<file path="src/rtl/saph_fpu_pkg.sv">
// Shared FPU definitions: operation codes used by the core, issuer and FPU.
package saph_fpu_pkg;

  typedef logic [1:0] saph_fop_t;

  localparam saph_fop_t SAPH_FOP_ADD = 2'd0;
  localparam saph_fop_t SAPH_FOP_SUB = 2'd1;
  localparam saph_fop_t SAPH_FOP_MUL = 2'd2;
  localparam saph_fop_t SAPH_FOP_DIV = 2'd3;

endpackage

</file>
<file path="src/rtl/saph_fpu_issuer_if.sv">
// Bundle of the core request, FPU request/result and write-back channels.
// slave is the issuer's view; master is the environment (core + FPU) view.
interface saph_fpu_issuer_if
  import saph_fpu_pkg::*;
#(
  parameter int unsigned tag_w = 5
) ();

  logic             req_valid;
  logic             req_ready;
  saph_fop_t        req_op;
  logic [tag_w-1:0] req_tag;
  logic [31:0]      req_a;
  logic [31:0]      req_b;

  logic             fpu_valid;
  logic             fpu_ready;
  saph_fop_t        fpu_op;
  logic [31:0]      fpu_a;
  logic [31:0]      fpu_b;
  logic             fpu_res_valid;
  logic [31:0]      fpu_res;

  logic             wb_valid;
  logic             wb_ready;
  logic [tag_w-1:0] wb_tag;
  logic [31:0]      wb_data;

  logic             busy;
  logic             err_spurious;

  modport slave (
    input  req_valid, req_op, req_tag, req_a, req_b,
    output req_ready,
    output fpu_valid, fpu_op, fpu_a, fpu_b,
    input  fpu_ready, fpu_res_valid, fpu_res,
    output wb_valid, wb_tag, wb_data,
    input  wb_ready,
    output busy, err_spurious
  );

  modport master (
    output req_valid, req_op, req_tag, req_a, req_b,
    input  req_ready,
    input  fpu_valid, fpu_op, fpu_a, fpu_b,
    output fpu_ready, fpu_res_valid, fpu_res,
    input  wb_valid, wb_tag, wb_data,
    output wb_ready,
    input  busy, err_spurious
  );

endinterface

</file>
<file path="src/rtl/saph_fpu_issuer.sv">
// Requester-side FPU endpoint: issues core ops to the FPU, reserves a completion slot per
// issued op, and returns in-order tagged results through a registered write-back port.
module saph_fpu_issuer
  import saph_fpu_pkg::*;
#(
  parameter int unsigned depth = 4,
  parameter int unsigned tag_w = 5
) (
  input logic              clk,
  input logic              rst,
  saph_fpu_issuer_if.slave bus
);

  localparam int unsigned PtrW = $clog2(depth);
  localparam int unsigned CntW = PtrW + 1;

  typedef struct packed {
    logic [tag_w-1:0] tag;
    logic [31:0]      data;
    logic             done;
  } entry_t;

  entry_t           ent_q [depth];
  logic [PtrW-1:0]  alloc_ptr_q, fill_ptr_q, head_ptr_q;
  logic [CntW-1:0]  outst_q, done_cnt_q;
  logic             wb_valid_q;
  logic [tag_w-1:0] wb_tag_q;
  logic [31:0]      wb_data_q;
  logic             err_q;

  logic [CntW-1:0]  count;
  logic             full, accept, fill, spurious, retire, wb_load, cand_avail;
  logic [PtrW-1:0]  cand_ptr;
  logic [31:0]      cand_data;

  // Issue gating, event decode and selection of the next entry for the write-back register.
  always_comb begin
    count    = outst_q + done_cnt_q;
    full     = (count == CntW'(depth));
    accept   = bus.req_valid && bus.fpu_ready && !full;
    fill     = bus.fpu_res_valid && (outst_q != '0);
    spurious = bus.fpu_res_valid && (outst_q == '0);
    retire   = wb_valid_q && bus.wb_ready;
    wb_load  = !wb_valid_q || bus.wb_ready;
    // The register already holds the head, so the successor is the next candidate.
    cand_ptr   = head_ptr_q + PtrW'(wb_valid_q);
    // Bypass a result landing in the candidate entry this cycle.
    cand_avail = ent_q[cand_ptr].done || (fill && (fill_ptr_q == cand_ptr));
    cand_data  = ent_q[cand_ptr].done ? ent_q[cand_ptr].data : bus.fpu_res;
  end

  assign bus.req_ready    = bus.fpu_ready && !full;
  assign bus.fpu_valid    = bus.req_valid && !full;
  assign bus.fpu_op       = bus.req_op;
  assign bus.fpu_a        = bus.req_a;
  assign bus.fpu_b        = bus.req_b;
  assign bus.wb_valid     = wb_valid_q;
  assign bus.wb_tag       = wb_tag_q;
  assign bus.wb_data      = wb_data_q;
  assign bus.busy         = (count != '0);
  assign bus.err_spurious = err_q;

  // Completion buffer: allocate on accept, fill on result, clear done on retire.
  always_ff @(posedge clk) begin
    if (rst) begin
      for (int unsigned i = 0; i < depth; i++) begin
        ent_q[PtrW'(i)].done <= 1'b0;
      end
      alloc_ptr_q <= '0;
      fill_ptr_q  <= '0;
      head_ptr_q  <= '0;
      outst_q     <= '0;
      done_cnt_q  <= '0;
      err_q       <= 1'b0;
    end else begin
      if (accept) begin
        ent_q[alloc_ptr_q].tag  <= bus.req_tag;
        ent_q[alloc_ptr_q].done <= 1'b0;
        alloc_ptr_q             <= alloc_ptr_q + PtrW'(1);
      end
      if (fill) begin
        ent_q[fill_ptr_q].data <= bus.fpu_res;
        ent_q[fill_ptr_q].done <= 1'b1;
        fill_ptr_q             <= fill_ptr_q + PtrW'(1);
      end
      // Stale done bits must not be mistaken for fresh results after wrap.
      if (retire) begin
        ent_q[head_ptr_q].done <= 1'b0;
        head_ptr_q             <= head_ptr_q + PtrW'(1);
      end
      outst_q    <= outst_q + CntW'(accept) - CntW'(fill);
      done_cnt_q <= done_cnt_q + CntW'(fill) - CntW'(retire);
      if (spurious) begin
        err_q <= 1'b1;
      end
    end
  end

  // Write-back register: reload whenever empty or being consumed.
  always_ff @(posedge clk) begin
    if (rst) begin
      wb_valid_q <= 1'b0;
      wb_tag_q   <= '0;
      wb_data_q  <= '0;
    end else if (wb_load) begin
      wb_valid_q <= cand_avail;
      if (cand_avail) begin
        wb_tag_q  <= ent_q[cand_ptr].tag;
        wb_data_q <= cand_data;
      end
    end
  end

endmodule

</file>
<file path="src/flat_wrapper.sv">
// flat-port wrapper written by rule: the top's interface ports become plain ports
module saph_fpu_issuer_flat import saph_fpu_pkg::*;
#(
  parameter int unsigned depth = 4,
  parameter int unsigned tag_w = 5
)
  (clk, rst, bus_req_valid, bus_req_op, bus_req_tag, bus_req_a, bus_req_b, bus_req_ready, bus_fpu_valid, bus_fpu_op, bus_fpu_a, bus_fpu_b, bus_fpu_ready, bus_fpu_res_valid, bus_fpu_res, bus_wb_valid, bus_wb_tag, bus_wb_data, bus_wb_ready, bus_busy, bus_err_spurious);
  saph_fpu_issuer_if #(.tag_w(tag_w)) bus_i ();
  input logic clk;
  input logic rst;
  input wire logic [$bits(bus_i.req_valid)-1:0] bus_req_valid;
  input wire logic [$bits(bus_i.req_op)-1:0] bus_req_op;
  input wire logic [$bits(bus_i.req_tag)-1:0] bus_req_tag;
  input wire logic [$bits(bus_i.req_a)-1:0] bus_req_a;
  input wire logic [$bits(bus_i.req_b)-1:0] bus_req_b;
  output wire logic [$bits(bus_i.req_ready)-1:0] bus_req_ready;
  output wire logic [$bits(bus_i.fpu_valid)-1:0] bus_fpu_valid;
  output wire logic [$bits(bus_i.fpu_op)-1:0] bus_fpu_op;
  output wire logic [$bits(bus_i.fpu_a)-1:0] bus_fpu_a;
  output wire logic [$bits(bus_i.fpu_b)-1:0] bus_fpu_b;
  input wire logic [$bits(bus_i.fpu_ready)-1:0] bus_fpu_ready;
  input wire logic [$bits(bus_i.fpu_res_valid)-1:0] bus_fpu_res_valid;
  input wire logic [$bits(bus_i.fpu_res)-1:0] bus_fpu_res;
  output wire logic [$bits(bus_i.wb_valid)-1:0] bus_wb_valid;
  output wire logic [$bits(bus_i.wb_tag)-1:0] bus_wb_tag;
  output wire logic [$bits(bus_i.wb_data)-1:0] bus_wb_data;
  input wire logic [$bits(bus_i.wb_ready)-1:0] bus_wb_ready;
  output wire logic [$bits(bus_i.busy)-1:0] bus_busy;
  output wire logic [$bits(bus_i.err_spurious)-1:0] bus_err_spurious;
  assign bus_i.req_valid = bus_req_valid;
  assign bus_i.req_op = bus_req_op;
  assign bus_i.req_tag = bus_req_tag;
  assign bus_i.req_a = bus_req_a;
  assign bus_i.req_b = bus_req_b;
  assign bus_req_ready = bus_i.req_ready;
  assign bus_fpu_valid = bus_i.fpu_valid;
  assign bus_fpu_op = bus_i.fpu_op;
  assign bus_fpu_a = bus_i.fpu_a;
  assign bus_fpu_b = bus_i.fpu_b;
  assign bus_i.fpu_ready = bus_fpu_ready;
  assign bus_i.fpu_res_valid = bus_fpu_res_valid;
  assign bus_i.fpu_res = bus_fpu_res;
  assign bus_wb_valid = bus_i.wb_valid;
  assign bus_wb_tag = bus_i.wb_tag;
  assign bus_wb_data = bus_i.wb_data;
  assign bus_i.wb_ready = bus_wb_ready;
  assign bus_busy = bus_i.busy;
  assign bus_err_spurious = bus_i.err_spurious;
  saph_fpu_issuer #(.depth(depth), .tag_w(tag_w)) u_core (.clk(clk), .rst(rst), .bus(bus_i));
endmodule
</file>
<file path="config.mk">
export PLATFORM = sky130hd
export DESIGN_NAME = saph_fpu_issuer_flat
export DESIGN_NICKNAME = d
export VERILOG_FILES = /design/src/rtl/saph_fpu_pkg.sv /design/src/rtl/saph_fpu_issuer_if.sv /design/src/rtl/saph_fpu_issuer.sv /design/src/flat_wrapper.sv
export SDC_FILE = /design/constraint.sdc
export NUM_CORES = 1
export LEC_CHECK = 0
export CORE_ASPECT_RATIO = 0.7
export CORE_MARGIN = 3
export CORE_UTILIZATION = 40
export CTS_CLUSTER_SIZE = 14
export DETAILED_ROUTE_END_ITERATION = 10
export PLACE_DENSITY = 0.75
export SYNTH_ARGS = -nofsm -noshare
export SYNTH_HDL_FRONTEND = slang
export SYNTH_SLANG_ARGS = --single-unit
</file>
<file path="constraint.sdc">
create_clock -name clk -period 3.14 [get_ports clk]
set_clock_uncertainty 0.1 [all_clocks]
set_input_delay 0.471 -clock clk [delete_from_list [all_inputs] [get_ports clk]]
set_output_delay 0.471 -clock clk [all_outputs]
set_load 0.02 [all_outputs]
</file>
# Word level (Yosys, flattened, before mapping)
# Memories as Yosys holds them, arrays and structs flattened.
# Index checks and enable logic that the tools add are counted.
totals:
  inputBits: 109
  out_inout_bits: 108
  ramBits: 152
  reg_bits: 51
  mem_count: 1
op_classes:
  reduce_logical: 19
  addsub: 9
  n_eq_ne: 2
  mux: 21
mem_list:
  columns: ["name", "words", "word_bits", "rd", "rd_ports_with_merged_regs", "wr", "line_no", "rtl"]
  rows:
  - ["u_core.ent_q", 4, 38, 1, 0, 4, "saph_fpu_issuer.sv:23", "entry_t ent_q [depth];"]
op_table:
  columns: ["cell", "count"]
  rows:
  - ["$mux 38", 3]
  - ["$reduce_or 38->1", 3]
  - ["$mux 32", 1]
  - ["$mux 1", 11]
  - ["$logic_and 1x1->1", 8]
  - ["$mux 2", 4]
  - ["$add 2x1->2 const B", 3]
  - ["$add 3x1->3", 2]
  - ["$mux 3", 2]
  - ["$reduce_bool 3->1", 2]
  - ["$sub 3x1->3", 2]
  - ["$add 3x3->3", 1]
  - ["$eq 3x3->1 const B", 1]
  - ["$logic_not 3->1", 1]
  - ["$add 2x1->2", 1]
  - ["$eq 2x2->1", 1]
  - ["$logic_not 1->1", 2]
  - ["$logic_or 1x1->1", 2]
  - ["$reduce_and 2->1", 1]

# Depth between registers and ports, before layout
logic_depth:
  word_depth: 9
  mapped_depth: 10

# Worst setup path before layout
# OpenSTA, ideal clock, no wires.
synth_timing:
  path_type: "register -> register"
  startpoint: "register u_core.outst_q[0]"
  endpoint: "register u_core.outst_q[2]"
  t_arrival_ps: 2525
  synth_period_minus_slack_ps: 2753
  stages_incl_launch_ff: 11
  t_required_ps: 2912
  path_buffers: 0
  setup_slack_ps: 387
  cell_sequence: "dfxtp_1 -> ha_1 -> fa_1 -> xnor3_1 -> o311ai_2 -> inv_1 -> ha_1 -> fa_1 -> xnor2_1 -> xnor2_1 -> nor2_1"
synth_between:
  elab_chain_cells: 6
  word_cells_on_any_way: 8
  cone_classes: "add/sub: 3; eq/ne: 1; reduce/logical: 4"
synth_lines:
  columns: ["item", "line_no", "rtl"]
  rows:
  - ["start, declared", "saph_fpu_issuer.sv:25", "logic [CntW-1:0] outst_q, done_cnt_q;"]
  - ["start signal, assigned", "saph_fpu_issuer.sv:91", "outst_q <= outst_q + CntW'(accept) - CntW'(fill);"]
  - ["$add 3x3->3", "saph_fpu_issuer.sv:38", "count = outst_q + done_cnt_q;"]
  - ["$eq 3x3->1", "saph_fpu_issuer.sv:39", "full = (count == CntW'(depth));"]
  - ["$logic_not 1->1", "saph_fpu_issuer.sv:40", "accept = bus.req_valid && bus.fpu_ready && !full;"]
  - ["$logic_and 1x1->1", "saph_fpu_issuer.sv:40", null]
  - ["$add 3x1->3", "saph_fpu_issuer.sv:91", null]
  - ["$sub 3x1->3 (*)", "saph_fpu_issuer.sv:91", null]
# Mark *: on every way between the ends. The rest lies on a longest branch, timed or not.
# A chain may end at the register's enable or synchronous reset.

# Worst setup path after layout
layout_timing:
  startpoint: "register u_core.outst_q[0]"
  endpoint: "output port bus_busy"
layout_between:
  elab_chain_cells: 2
layout_lines:
  columns: ["item", "line_no", "rtl"]
  rows:
  - ["$add 3x3->3", "saph_fpu_issuer.sv:38", null]
  - ["$reduce_bool 3->1", "saph_fpu_issuer.sv:60", "assign bus.busy = (count != '0);"]
  - ["end, declared", "flat_wrapper.sv:28", "output wire logic [$bits(bus_i.busy)-1:0] bus_busy;"]
# Every way passes these cells.

==> impl_results.rst <==
.. list-table::
   :header-rows: 1

   * - Metric
     - Value
   * - Final instance area
     - 10,800 um^2
   * - Final setup violation count
     - 0
   * - Result of the run
     - finished, final reports clean
   * - Total number of placement rows
     - 46
   * - Total Neg Setup Slack
     - 0 ps
   * - Buffers & Inverters on Critical Path
     - 1
   * - Post-synthesis average cell area
     - about 13 um^2
   * - Crit share post-route
     - 95.4%
   * - Remaining antenna violation count after routing
     - 0
   * - Largest delay contributor family on the critical path
     - adder cells
   * - Number of pins exceeding their max-slew limit in the final report
     - 0
   * - Count of flip-flops with a built-in enable after synthesis
     - ~150
   * - Via density per instance
     - 5.37
   * - CP arrival
     - 2420 ps
   * - Measured slew at the worst slew-check pin
     - 762 ps
   * - PwrDens
     - 841 nW/um^2
   * - Number of cells after detailed placement
     - 1,004
   * - Pin count of the biggest net entering global routing
     - 97
   * - Die Footprint
     - 25,400 um^2
   * - Worst Setup EP
     - bus_busy
   * - Final Hold Viols
     - 0
   * - Netlist Area Pre-Place
     - 9390 um^2
   * - Port-buffer cells
     - 84
   * - Minimum hold slack
     - 373 ps
   * - Ordered list of cells on the worst path
     - ha_1 > fa_1 > xnor3_1 > nand2_1 > clkdlybuf4s50_1
   * - Global placement routability congestion
     - 0.764
   * - Worst endpoint required time
     - 2570 ps
   * - Area Overhead vs Synth
     - 15.5%
   * - Number of distinct library cell variants in the gate-level netlist after synthesis
     - 35
   * - Final std cells w/o fill
     - 1,042
   * - Async set-reset flop share out of synthesis
     - 0%
   * - Type of the worst setup path
     - reg -> out
   * - Placed wire-length estimate
     - about 13,000 um
   * - Iteration-0 DRC count of the detailed router
     - 484
   * - I/O pin total
     - 217
   * - Drt first pass iters
     - 5
   * - Clk pin slew, worst setup/hold paths
     - 60 ps
   * - Critical-path top delay cell
     - sky130_fd_sc_hd__clkdlybuf4s50_1
   * - Detailed-route wire length
     - 20,600 um
   * - GRT Total Usage
     - 16.2%
   * - Number of nets in the layout
     - 841
   * - Starting density of the core
     - 41.1%
   * - Root buf cell
     - sky130_fd_sc_hd__clkbuf_16
   * - Number of buffers created by CTS
     - 21
   * - Number of fillers in the final layout
     - 1,981
   * - RSZ-0062 raised after global routing
     - false
   * - Antenna violations before repair
     - 0
   * - Most common cell after layout, fill and taps aside
     - sky130_fd_sc_hd__edfxtp_1
   * - Layout cells sized above 1
     - 13.8%
   * - Top fanout value on the critical path
     - 4
   * - Max-Cap Viols
     - 0
   * - Placed cell areas
     - around 10,000 um^2
   * - CP Capture Type
     - output pin
   * - Number of standard cells after synthesis
     - 700
   * - CP startpoint
     - u_core.outst_q[0]
   * - First-pass GRT wire length
     - between 30,000 and 40,000 um
   * - Via count
     - 5,594
   * - Largest stage delay on the critical path
     - 600 ps
   * - N_diodes
     - 0
   * - Height of the chip
     - 134 um
   * - Final critical-path required period
     - between 2000 and 3000 ps
   * - Final routed wire length divided by cell count
     - 19.8 um
   * - Most frequently used flop master after synthesis
     - sky130_fd_sc_hd__edfxtp_1
   * - CTS tree
     - done
   * - Reg-to-Reg End
     - u_core.outst_q[2]
   * - Vias in the first global route
     - 5,797
   * - Worst-case vdd ir drop
     - 480 uV
   * - DRC violation count after routing
     - 0
   * - Number of gates on the worst path with buffers counted
     - 5
   * - Worst reg2reg path depth
     - 10
   * - Postcts setup bufs
     - 0
   * - Max_slew headroom
     - 49.2%
   * - CTS Sinks
     - around 200
   * - Sequential share of the synthesized area
     - 59.0%
   * - Core Footprint
     - roughly 23,000 um^2
   * - Net count of the mapped netlist
     - 826
   * - Post-layout worst setup margin
     - ~150 ps
   * - Number of buffers on the longest clock path
     - 3
   * - Register bit total from synthesis
     - between 200 and 250
   * - Yosys synthesis warning count
     - 0
   * - Final global-route overflow total
     - 0
   * - Clock H-tree levels
     - 1
   * - Clock latency at the later pin of the worst-skew pair
     - roughly 500 ps
   * - Highest Clock Rate
     - 334 MHz
   * - DP Worst Slack
     - 145 ps
   * - Leakage
     - 4.08 nW
   * - Commonest cells after routing, fill and taps aside
     - sky130_fd_sc_hd__edfxtp_1 (148), sky130_fd_sc_hd__and3_1 (128), sky130_fd_sc_hd__clkdlybuf4s50_1 (82)
   * - HP Class
     - reg -> reg
   * - Die outline width
     - 189 um
   * - Critical R2R Launch
     - u_core.outst_q[0]
   * - Slack of the worst reg-to-reg path
     - 200 ps
   * - Worst setup SP type
     - flip-flop
-- per-layer routing --
| layer | wire, um | track usage, % |
|---|---|---|
| met4 | 308 | 3.35 |
| met5 | 0 | 0 |
| met1 | 9670 | 23.5 |
| met2 | 9210 | 25.0 |
| met3 | 1430 | 3.97 |
-- kinds of logic after synthesis --
| logic type | share of synthesized area [%] |
|---|---|
| fa+ha+maj | 2.50 |
| compound gates | 4.93 |
| flops | 59.0 |
| simple gates | 10.7 |
| mux | 13.0 |
| xor+xnor | 1.17 |
| buf+inv | 8.59 |
-- sequential cells by signal, summed over array words and instances (netlist names) --
name,count
u_core.outst_q,3
u_core.done_cnt_q,3
u_core.bus.err_spurious,1
u_core.head_ptr_q,2
u_core.bus.wb_valid,1
u_core.bus.wb_data,32
u_core.fill_ptr_q,2
u_core.ent_q,152
u_core.bus.wb_tag,5
u_core.alloc_ptr_q,2
-- how the worst min path moves through the flow --
stage                       startpoint                       to  cells past startpoint
2_1_floorplan    u_core.alloc_ptr_q[0]    u_core.alloc_ptr_q[0]                      2
3_3_place_gp   u_core.bus.err_spurious  u_core.bus.err_spurious                      2
3_5_place_dp   u_core.bus.err_spurious  u_core.bus.err_spurious                      2
6_report       u_core.bus.err_spurious  u_core.bus.err_spurious                      2
4_1_cts        u_core.bus.err_spurious  u_core.bus.err_spurious                      2
5_1_grt        u_core.bus.err_spurious  u_core.bus.err_spurious                      2
-- cells in the mapped netlist, types with 3 or more instances --
cell type,n,area [um^2]
sky130_fd_sc_hd__a21oi_1,37,185
sky130_fd_sc_hd__and2_1,4,25.0
sky130_fd_sc_hd__and3_1,128,801
sky130_fd_sc_hd__buf_2,12,60.1
sky130_fd_sc_hd__buf_4,72,541
sky130_fd_sc_hd__clkbuf_1,33,124
sky130_fd_sc_hd__dfxtp_1,55,1100
sky130_fd_sc_hd__edfxtp_1,148,4440
sky130_fd_sc_hd__fa_1,3,60.1
sky130_fd_sc_hd__ha_1,14,175
sky130_fd_sc_hd__inv_1,22,82.6
sky130_fd_sc_hd__mux2i_1,39,390
sky130_fd_sc_hd__mux4_2,37,833
sky130_fd_sc_hd__nand2_1,9,33.8
sky130_fd_sc_hd__nor2_1,17,63.8
sky130_fd_sc_hd__nor2b_1,6,37.5
sky130_fd_sc_hd__o21ai_0,32,160
sky130_fd_sc_hd__xnor2_1,8,70.1
-- repair_timing --
action,in CTS,in global routing
hold buffers,0,0
endpoints found under the setup margin,2,1
gates resized for setup,2,1
-- worst min-delay path: cells and delay by family, from the launching register on --
kind	cells	cell delay, ps
simple gates	1	70
compound gates	1	40
flops	1	330
-- per-stage QoR --
stage          power (mW)  util (%)
2_1_floorplan        5.82         -
3_3_place_gp         6.73      44.6
3_5_place_dp         6.78      44.6
4_1_cts              9.19      47.4
5_1_grt              9.63      47.5
6_report             9.12      47.5
-- final cells by class --
type | instances | area [um^2] | share of cell area (%)
inverter | 22 | 82.6 | 0.761
clock inverter | 8 | 68.8 | 0.635
timing repair buffer | 109 | 1060 | 9.81
multi-input combinational | 358 | 3110 | 28.6
tap | 312 | 390 | 3.60
sequential | 203 | 5550 | 51.1
clock buffer | 30 | 589 | 5.43
-- report_power, final --
part | total (mW) | internal, mW | switching, mW | leakage (nW)
sequential | 3.41 | 3.23 | 0.179 | 1.71
combinational | 3.32 | 1.51 | 1.81 | 2.05
clock | 2.40 | 1.39 | 1.01 | 0.323
(Power assumes the default switching activity.)
